## config.mk

```make
export PLATFORM = sky130hd
export DESIGN_NAME = fir_64_seq
export DESIGN_NICKNAME = d
export VERILOG_FILES = /design/src/rtl/fir_64_seq_pkg.sv /design/src/rtl/fir_64_seq_watchdog.sv /design/src/rtl/fir_64_seq.sv
export SDC_FILE = /design/constraint.sdc
export NUM_CORES = 1
export LEC_CHECK = 0
export BUFFER_PORTS_ARGS = -buffer_cell sky130_fd_sc_hd__buf_2
export CAP_MARGIN = 40
export CORE_UTILIZATION = 54
export CTS_BUF_LIST = sky130_fd_sc_hd__clkbuf_16
export CTS_CLUSTER_DIAMETER = 80
export DETAILED_ROUTE_END_ITERATION = 16
export PLACE_DENSITY = 0.85
export SYNTH_ARGS = -nofsm -noshare
export SYNTH_HDL_FRONTEND = slang
export SYNTH_SLANG_ARGS = --single-unit
export TNS_END_PERCENT = 50
```

## constraint.sdc

```tcl
create_clock -name clk -period 3.2 [get_ports clk]
set_input_delay 0 -clock clk [delete_from_list [all_inputs] [get_ports clk]]
set_output_delay 0 -clock clk [all_outputs]
set_load 0.005 [all_outputs]
```

## src/rtl/fir_64_seq_pkg.sv

```systemverilog
// Shared definitions for the fir_64 frame sequencer: fir_64 operation codes and sequencer states.
package fir_64_seq_pkg;

  localparam logic [1:0] OP_IDLE  = 2'b00;
  localparam logic [1:0] OP_WRITE = 2'b01;
  localparam logic [1:0] OP_RUN   = 2'b10;
  localparam logic [1:0] OP_READ  = 2'b11;

  typedef enum logic [2:0] {
    CLR    = 3'd0,
    LOAD   = 3'd1,
    RUN    = 3'd2,
    RD_REQ = 3'd3,
    RD_CAP = 3'd4,
    OUT    = 3'd5
  } seq_state_t;

endpackage

```

## src/rtl/fir_64_seq_watchdog.sv

```systemverilog
// Run-phase watchdog: counts enabled cycles and flags the cycle on which the count hits TIMEOUT-1.
module fir_watchdog #(
  parameter int TIMEOUT = 500000
) (
  input  logic clk_i,
  input  logic rst_ni,
  input  logic en_i,
  input  logic clr_i,
  output logic expire_o
);

  localparam logic [31:0] EXPIRE_AT = 32'(TIMEOUT - 1);

  logic [31:0] cnt_q;
  logic [31:0] cnt_d;

  // clear has priority so a new frame always starts from zero
  always_comb begin
    if (clr_i) begin
      cnt_d = 32'd0;
    end else if (en_i) begin
      cnt_d = cnt_q + 32'd1;
    end else begin
      cnt_d = cnt_q;
    end
  end

  always_ff @(posedge clk_i) begin
    if (!rst_ni) begin
      cnt_q <= 32'd0;
    end else begin
      cnt_q <= cnt_d;
    end
  end

  assign expire_o = en_i && (cnt_q == EXPIRE_AT);

endmodule

```

## src/rtl/fir_64_seq.sv

```systemverilog
// Frame sequencer around fir_64: loads a frame from a valid/ready stream, runs the filter,
// then reads each result back and presents it on a valid/ready output stream.
module fir_64_seq
  import fir_64_seq_pkg::*;
#(
  parameter int SIGNAL_LENGTH = 1000,
  parameter int COEFS_LENGTH  = 100,
  parameter int TIMEOUT       = 500000
) (
  input  logic        clk,
  input  logic        reset,
  input  logic [63:0] in_data,
  input  logic        in_valid,
  output logic        in_ready,
  output logic [63:0] out_data,
  output logic        out_valid,
  input  logic        out_ready,
  output logic        out_last,
  output logic        busy,
  output logic        err,
  output logic        fir_reset,
  output logic [31:0] fir_addr,
  output logic [63:0] fir_x,
  output logic [1:0]  fir_operation,
  input  logic [63:0] fir_y,
  input  logic        fir_done
);

  localparam logic [31:0] LAST_IDX = 32'(SIGNAL_LENGTH - 1);
  // Nominal filter run length; TIMEOUT should comfortably exceed it.
  localparam int unused_nominal_run = SIGNAL_LENGTH * (4 * COEFS_LENGTH + 1) + 1;

  seq_state_t  state_q;
  logic [31:0] wr_cnt_q;
  logic [31:0] rd_cnt_q;
  logic [63:0] out_data_q;
  logic        out_valid_q;
  logic        err_q;
  logic        wd_expire;

  fir_watchdog #(
    .TIMEOUT(TIMEOUT)
  ) u_watchdog (
    .clk_i   (clk),
    .rst_ni  (reset),
    .en_i    (state_q == RUN),
    .clr_i   (state_q == CLR),
    .expire_o(wd_expire)
  );

  // FIR-side controls; everything is forced idle while reset is held low
  always_comb begin
    fir_addr      = 32'd0;
    fir_x         = 64'd0;
    fir_operation = OP_IDLE;
    in_ready      = 1'b0;
    if (!reset) begin
      fir_operation = OP_IDLE;
    end else begin
      case (state_q)
        LOAD: begin
          in_ready      = 1'b1;
          fir_addr      = wr_cnt_q;
          fir_x         = in_data;
          fir_operation = in_valid ? OP_WRITE : OP_IDLE;
        end
        RUN:     fir_operation = OP_RUN;
        RD_REQ: begin
          fir_operation = OP_READ;
          fir_addr      = rd_cnt_q;
        end
        default: fir_operation = OP_IDLE;
      endcase
    end
  end

  // Sequencer FSM with registered result stream and sticky watchdog error
  always_ff @(posedge clk) begin
    if (!reset) begin
      state_q     <= CLR;
      wr_cnt_q    <= 32'd0;
      rd_cnt_q    <= 32'd0;
      out_data_q  <= 64'd0;
      out_valid_q <= 1'b0;
      err_q       <= 1'b0;
    end else begin
      case (state_q)
        CLR: begin
          wr_cnt_q <= 32'd0;
          rd_cnt_q <= 32'd0;
          state_q  <= LOAD;
        end
        LOAD: begin
          if (in_valid) begin
            wr_cnt_q <= wr_cnt_q + 32'd1;
            if (wr_cnt_q == LAST_IDX) begin
              state_q <= RUN;
            end
          end
        end
        RUN: begin
          // done wins over an expiry on the same cycle
          if (fir_done) begin
            state_q <= RD_REQ;
          end else if (wd_expire) begin
            err_q   <= 1'b1;
            state_q <= CLR;
          end
        end
        RD_REQ: state_q <= RD_CAP;
        RD_CAP: begin
          out_data_q  <= fir_y;
          out_valid_q <= 1'b1;
          state_q     <= OUT;
        end
        OUT: begin
          if (out_ready) begin
            out_valid_q <= 1'b0;
            rd_cnt_q    <= rd_cnt_q + 32'd1;
            state_q     <= (rd_cnt_q == LAST_IDX) ? CLR : RD_REQ;
          end
        end
        default: state_q <= CLR;
      endcase
    end
  end

  assign fir_reset = (state_q == CLR) || !reset;
  assign out_data  = out_data_q;
  assign out_valid = out_valid_q;
  assign out_last  = out_valid_q && (rd_cnt_q == LAST_IDX);
  assign busy      = !((state_q == LOAD) && (wr_cnt_q == 32'd0));
  assign err       = err_q;

endmodule
```

==> flow_metrics.env <==
export IMPL_async_flop_share=0
export IMPL_ys_types=49
export IMPL_synthFlopType="dfxtp_1"
export IMPL_post_route_min_period_ns=2.640
export IMPL_portBuffers=300
export IMPL_post_cts_resized=0
export IMPL_max_stage_delay_ns=0.65
export IMPL_ys_seq_area_frac=0.4124
export IMPL_finalCritPeriodShare=0.8250
export IMPL_slew_headroom=0.4407
export IMPL_place_congestion=0.9103
export IMPL_crit_required_ns=3.20
export IMPL_avgSynthCellArea_um2=8.098
export IMPL_dpl_cell_count=1419
export IMPL_path_class="reg -> out"
export IMPL_coreArea_um2=14480
export IMPL_fin_setup_tns_ns=0
export IMPL_irDropWorstVdd_v=0.0004378
export IMPL_dr_pass1_iters=5
export IMPL_drt_iter0_markers=727
export IMPL_multi_input_area_um2=4412
export IMPL_maxSlewViolCount=0
export IMPL_layout_drive_gt1_share=0.2678
export IMPL_worst_path_dominant_cell_family="simple AND/OR/NAND/NOR gates"
export IMPL_die_w_um=123.8
export IMPL_holdWs_ns=0.02668
export IMPL_cpMaxStageDelayCell="nor2_2"
export IMPL_totalPowerFinal_uw=4869
export IMPL_synthCells=989
export IMPL_vias=8739
export IMPL_ys_ff_latch=165
export IMPL_clk_pin_slew_ns=0.06
export IMPL_critPathBufInv=2
export IMPL_cts_tree="yes"
export IMPL_critical_path_peak_fanout=17
export IMPL_worst_slew_pin_slew_ns=0.8339
export IMPL_grt_setup_unrepaired="false"
export IMPL_drt_total_wl_um=26950
export IMPL_hp_class="in -> reg"
export IMPL_fill_cells=969
export IMPL_worst_clock_skew_ns=0.01154
export IMPL_finalNonFillerCells=1519
export IMPL_syn_to_final_growth_pct=35.39
export IMPL_synth_top_area_frac=0.4124
export IMPL_nets=1457
export IMPL_yosysMostFrequentCell="nand2_1"
export IMPL_syn_cell_area_um2=8009
export IMPL_hold_start="reset"
export IMPL_power_density_nw_per_um2=449.1
export IMPL_post_route_drc_count=0
export IMPL_floorplan_initialDensity=0.5531
export IMPL_routed_via_density=5.753
export IMPL_worstReg2RegStart="state_q[0]"
export IMPL_io_pins=301
export IMPL_grt_pass1_wl_um=39600
export IMPL_status="complete, no violations"
export IMPL_cts_sinks=165
export IMPL_setup_violations=0
export IMPL_synth_edff_count=0
export IMPL_num_rows=44
export IMPL_numCtsBuffers=17
export IMPL_first_global_vias=7741
export IMPL_synth_top_area_cell="dfxtp_1"
export IMPL_place_hpwl_um=16940
export IMPL_yosysWarningCount=0
export IMPL_die_area_um2=15320
export IMPL_crit_chain="nand2b_1, nor2_2, buf_4, a22o_1, buf_2"
export IMPL_arrival_ns=2.64
export IMPL_grt_usage=0.3384
export IMPL_crit_start="state_q[0]"
export IMPL_antenna_found_initial=2
export IMPL_fp_dieH_um=123.8
export IMPL_h_tree_depth=4
export IMPL_end_kind="output port"
export IMPL_synth_common_cells="nand2_1, dfxtp_1, nor2_1"
export IMPL_cp_start_kind="flip-flop"
export IMPL_gr_total_overflow=0
export IMPL_final_antenna_net_count=0
export IMPL_regArea_um2=3303
export IMPL_hold_viol=0
export IMPL_clock_path_buffers=2
export IMPL_grt_start_max_net_pins=92
export IMPL_clock_latency_ns=0.42
export IMPL_p_leak_uw=0.004798
export IMPL_synth_fp_nets=1126
export IMPL_clockRootBuffer="clkbuf_16"
export IMPL_maxCapViolations=0
export IMPL_avgRoutedWirePerCell_um=17.74
export IMPL_synth_area_leaders="dfxtp_1, nand2_1, a21boi_0, and3_1, xor2_1"
export IMPL_fmax_mhz=378.8
[final cells by class]
type / instances / share of cell area
clock buffer: 17 / 0.03923
sequential: 165 / 0.3046
multi-input combinational: 744 / 0.4069
antenna: 2 / 0.0004616
inverter: 12 / 0.004154
clock inverter: 15 / 0.01408
timing repair buffer: 380 / 0.2093
tap: 184 / 0.02123
[kinds of logic (layout without fill, tap and decap cells)]
family / count (synthesis) / after routing / share of synthesized area
AO/OA/AOI/OAI: 155 / 155 / 0.1404
XOR/XNOR: 71 / 71 / 0.07764
adder cells (fa/ha/maj): 4 / 4 / 0.006249
buffers and inverters: 80 / 424 / 0.03859
flip-flops: 165 / 165 / 0.4124
multiplexers: 2 / 2 / 0.002500
other: 0 / 2 / 0
AND/OR/NAND/NOR: 512 / 512 / 0.3221
[flip-flops by register name, indices dropped and copies added (netlist names)]
signal and cells:
wr_cnt_q 32, out_valid 1, err 1, state_q 3
out_data 64, rd_cnt_q 32, u_watchdog.cnt_q 32
[repair_timing]
item,4_1_cts,5_1_grt
setup buffers,0,0
endpoints found under the hold margin,66,0
endpoints found under the setup margin,0,0
hold buffers,66,0
[per-stage QoR]
stage                     area, um^2    util  setup WS, ns
final                          10840  0.7489        0.5599
after detailed placement        9599  0.6630        0.7093
after CTS                      10840  0.7485        0.6051
after global placement          9599  0.6630        0.7894
after global routing           10840  0.7487        0.3832
after floorplan                 8009       -         1.086
[routing by layer]
metal	wire length, um	vias to the layer above	GRT usage
met4	1581	0	0.2267
met3	2189	115	0.08242
met2	12570	460	0.5281
met1	10610	4055	0.4127
met5	0	-	0
li1	-	4109	-
[power breakdown]
group	total, uW	internal (uW)	switching, uW
clock	2020	1150	870
sequential	2140	2090	49.3
combinational	701	295	406
total	4870	3540	1330
[cell usage in the layout (no fill, tap or decap), types with 16 or more instances in the layout]
cell type / Yosys / routed
a21boi_0: 66 / 66
a21oi_1: 21 / 21
a22o_1: 32 / 32
and3_1: 79 / 79
buf_2: 1 / 299
clkbuf_16: 0 / 17
dfxtp_1: 165 / 165
dlygate4sd3_1: 0 / 66
nand2_1: 175 / 175
nand3_1: 28 / 28
nand4_1: 40 / 40
nor2_1: 88 / 85
nor4_1: 22 / 22
o21ai_0: 16 / 16
xnor2_1: 20 / 20
xor2_1: 51 / 51
[path summary, 6_finish.rpt]
check,depth (start not counted),end,slack [ns]
hold / removal,2,state_q[0],0.03
hold reg to reg,2,out_data[7],0.46
setup reg to reg,5,rd_cnt_q[27],0.67
setup / recovery,5,fir_addr[11],0.56
Note: power is estimated with default switching activity, not from simulation.
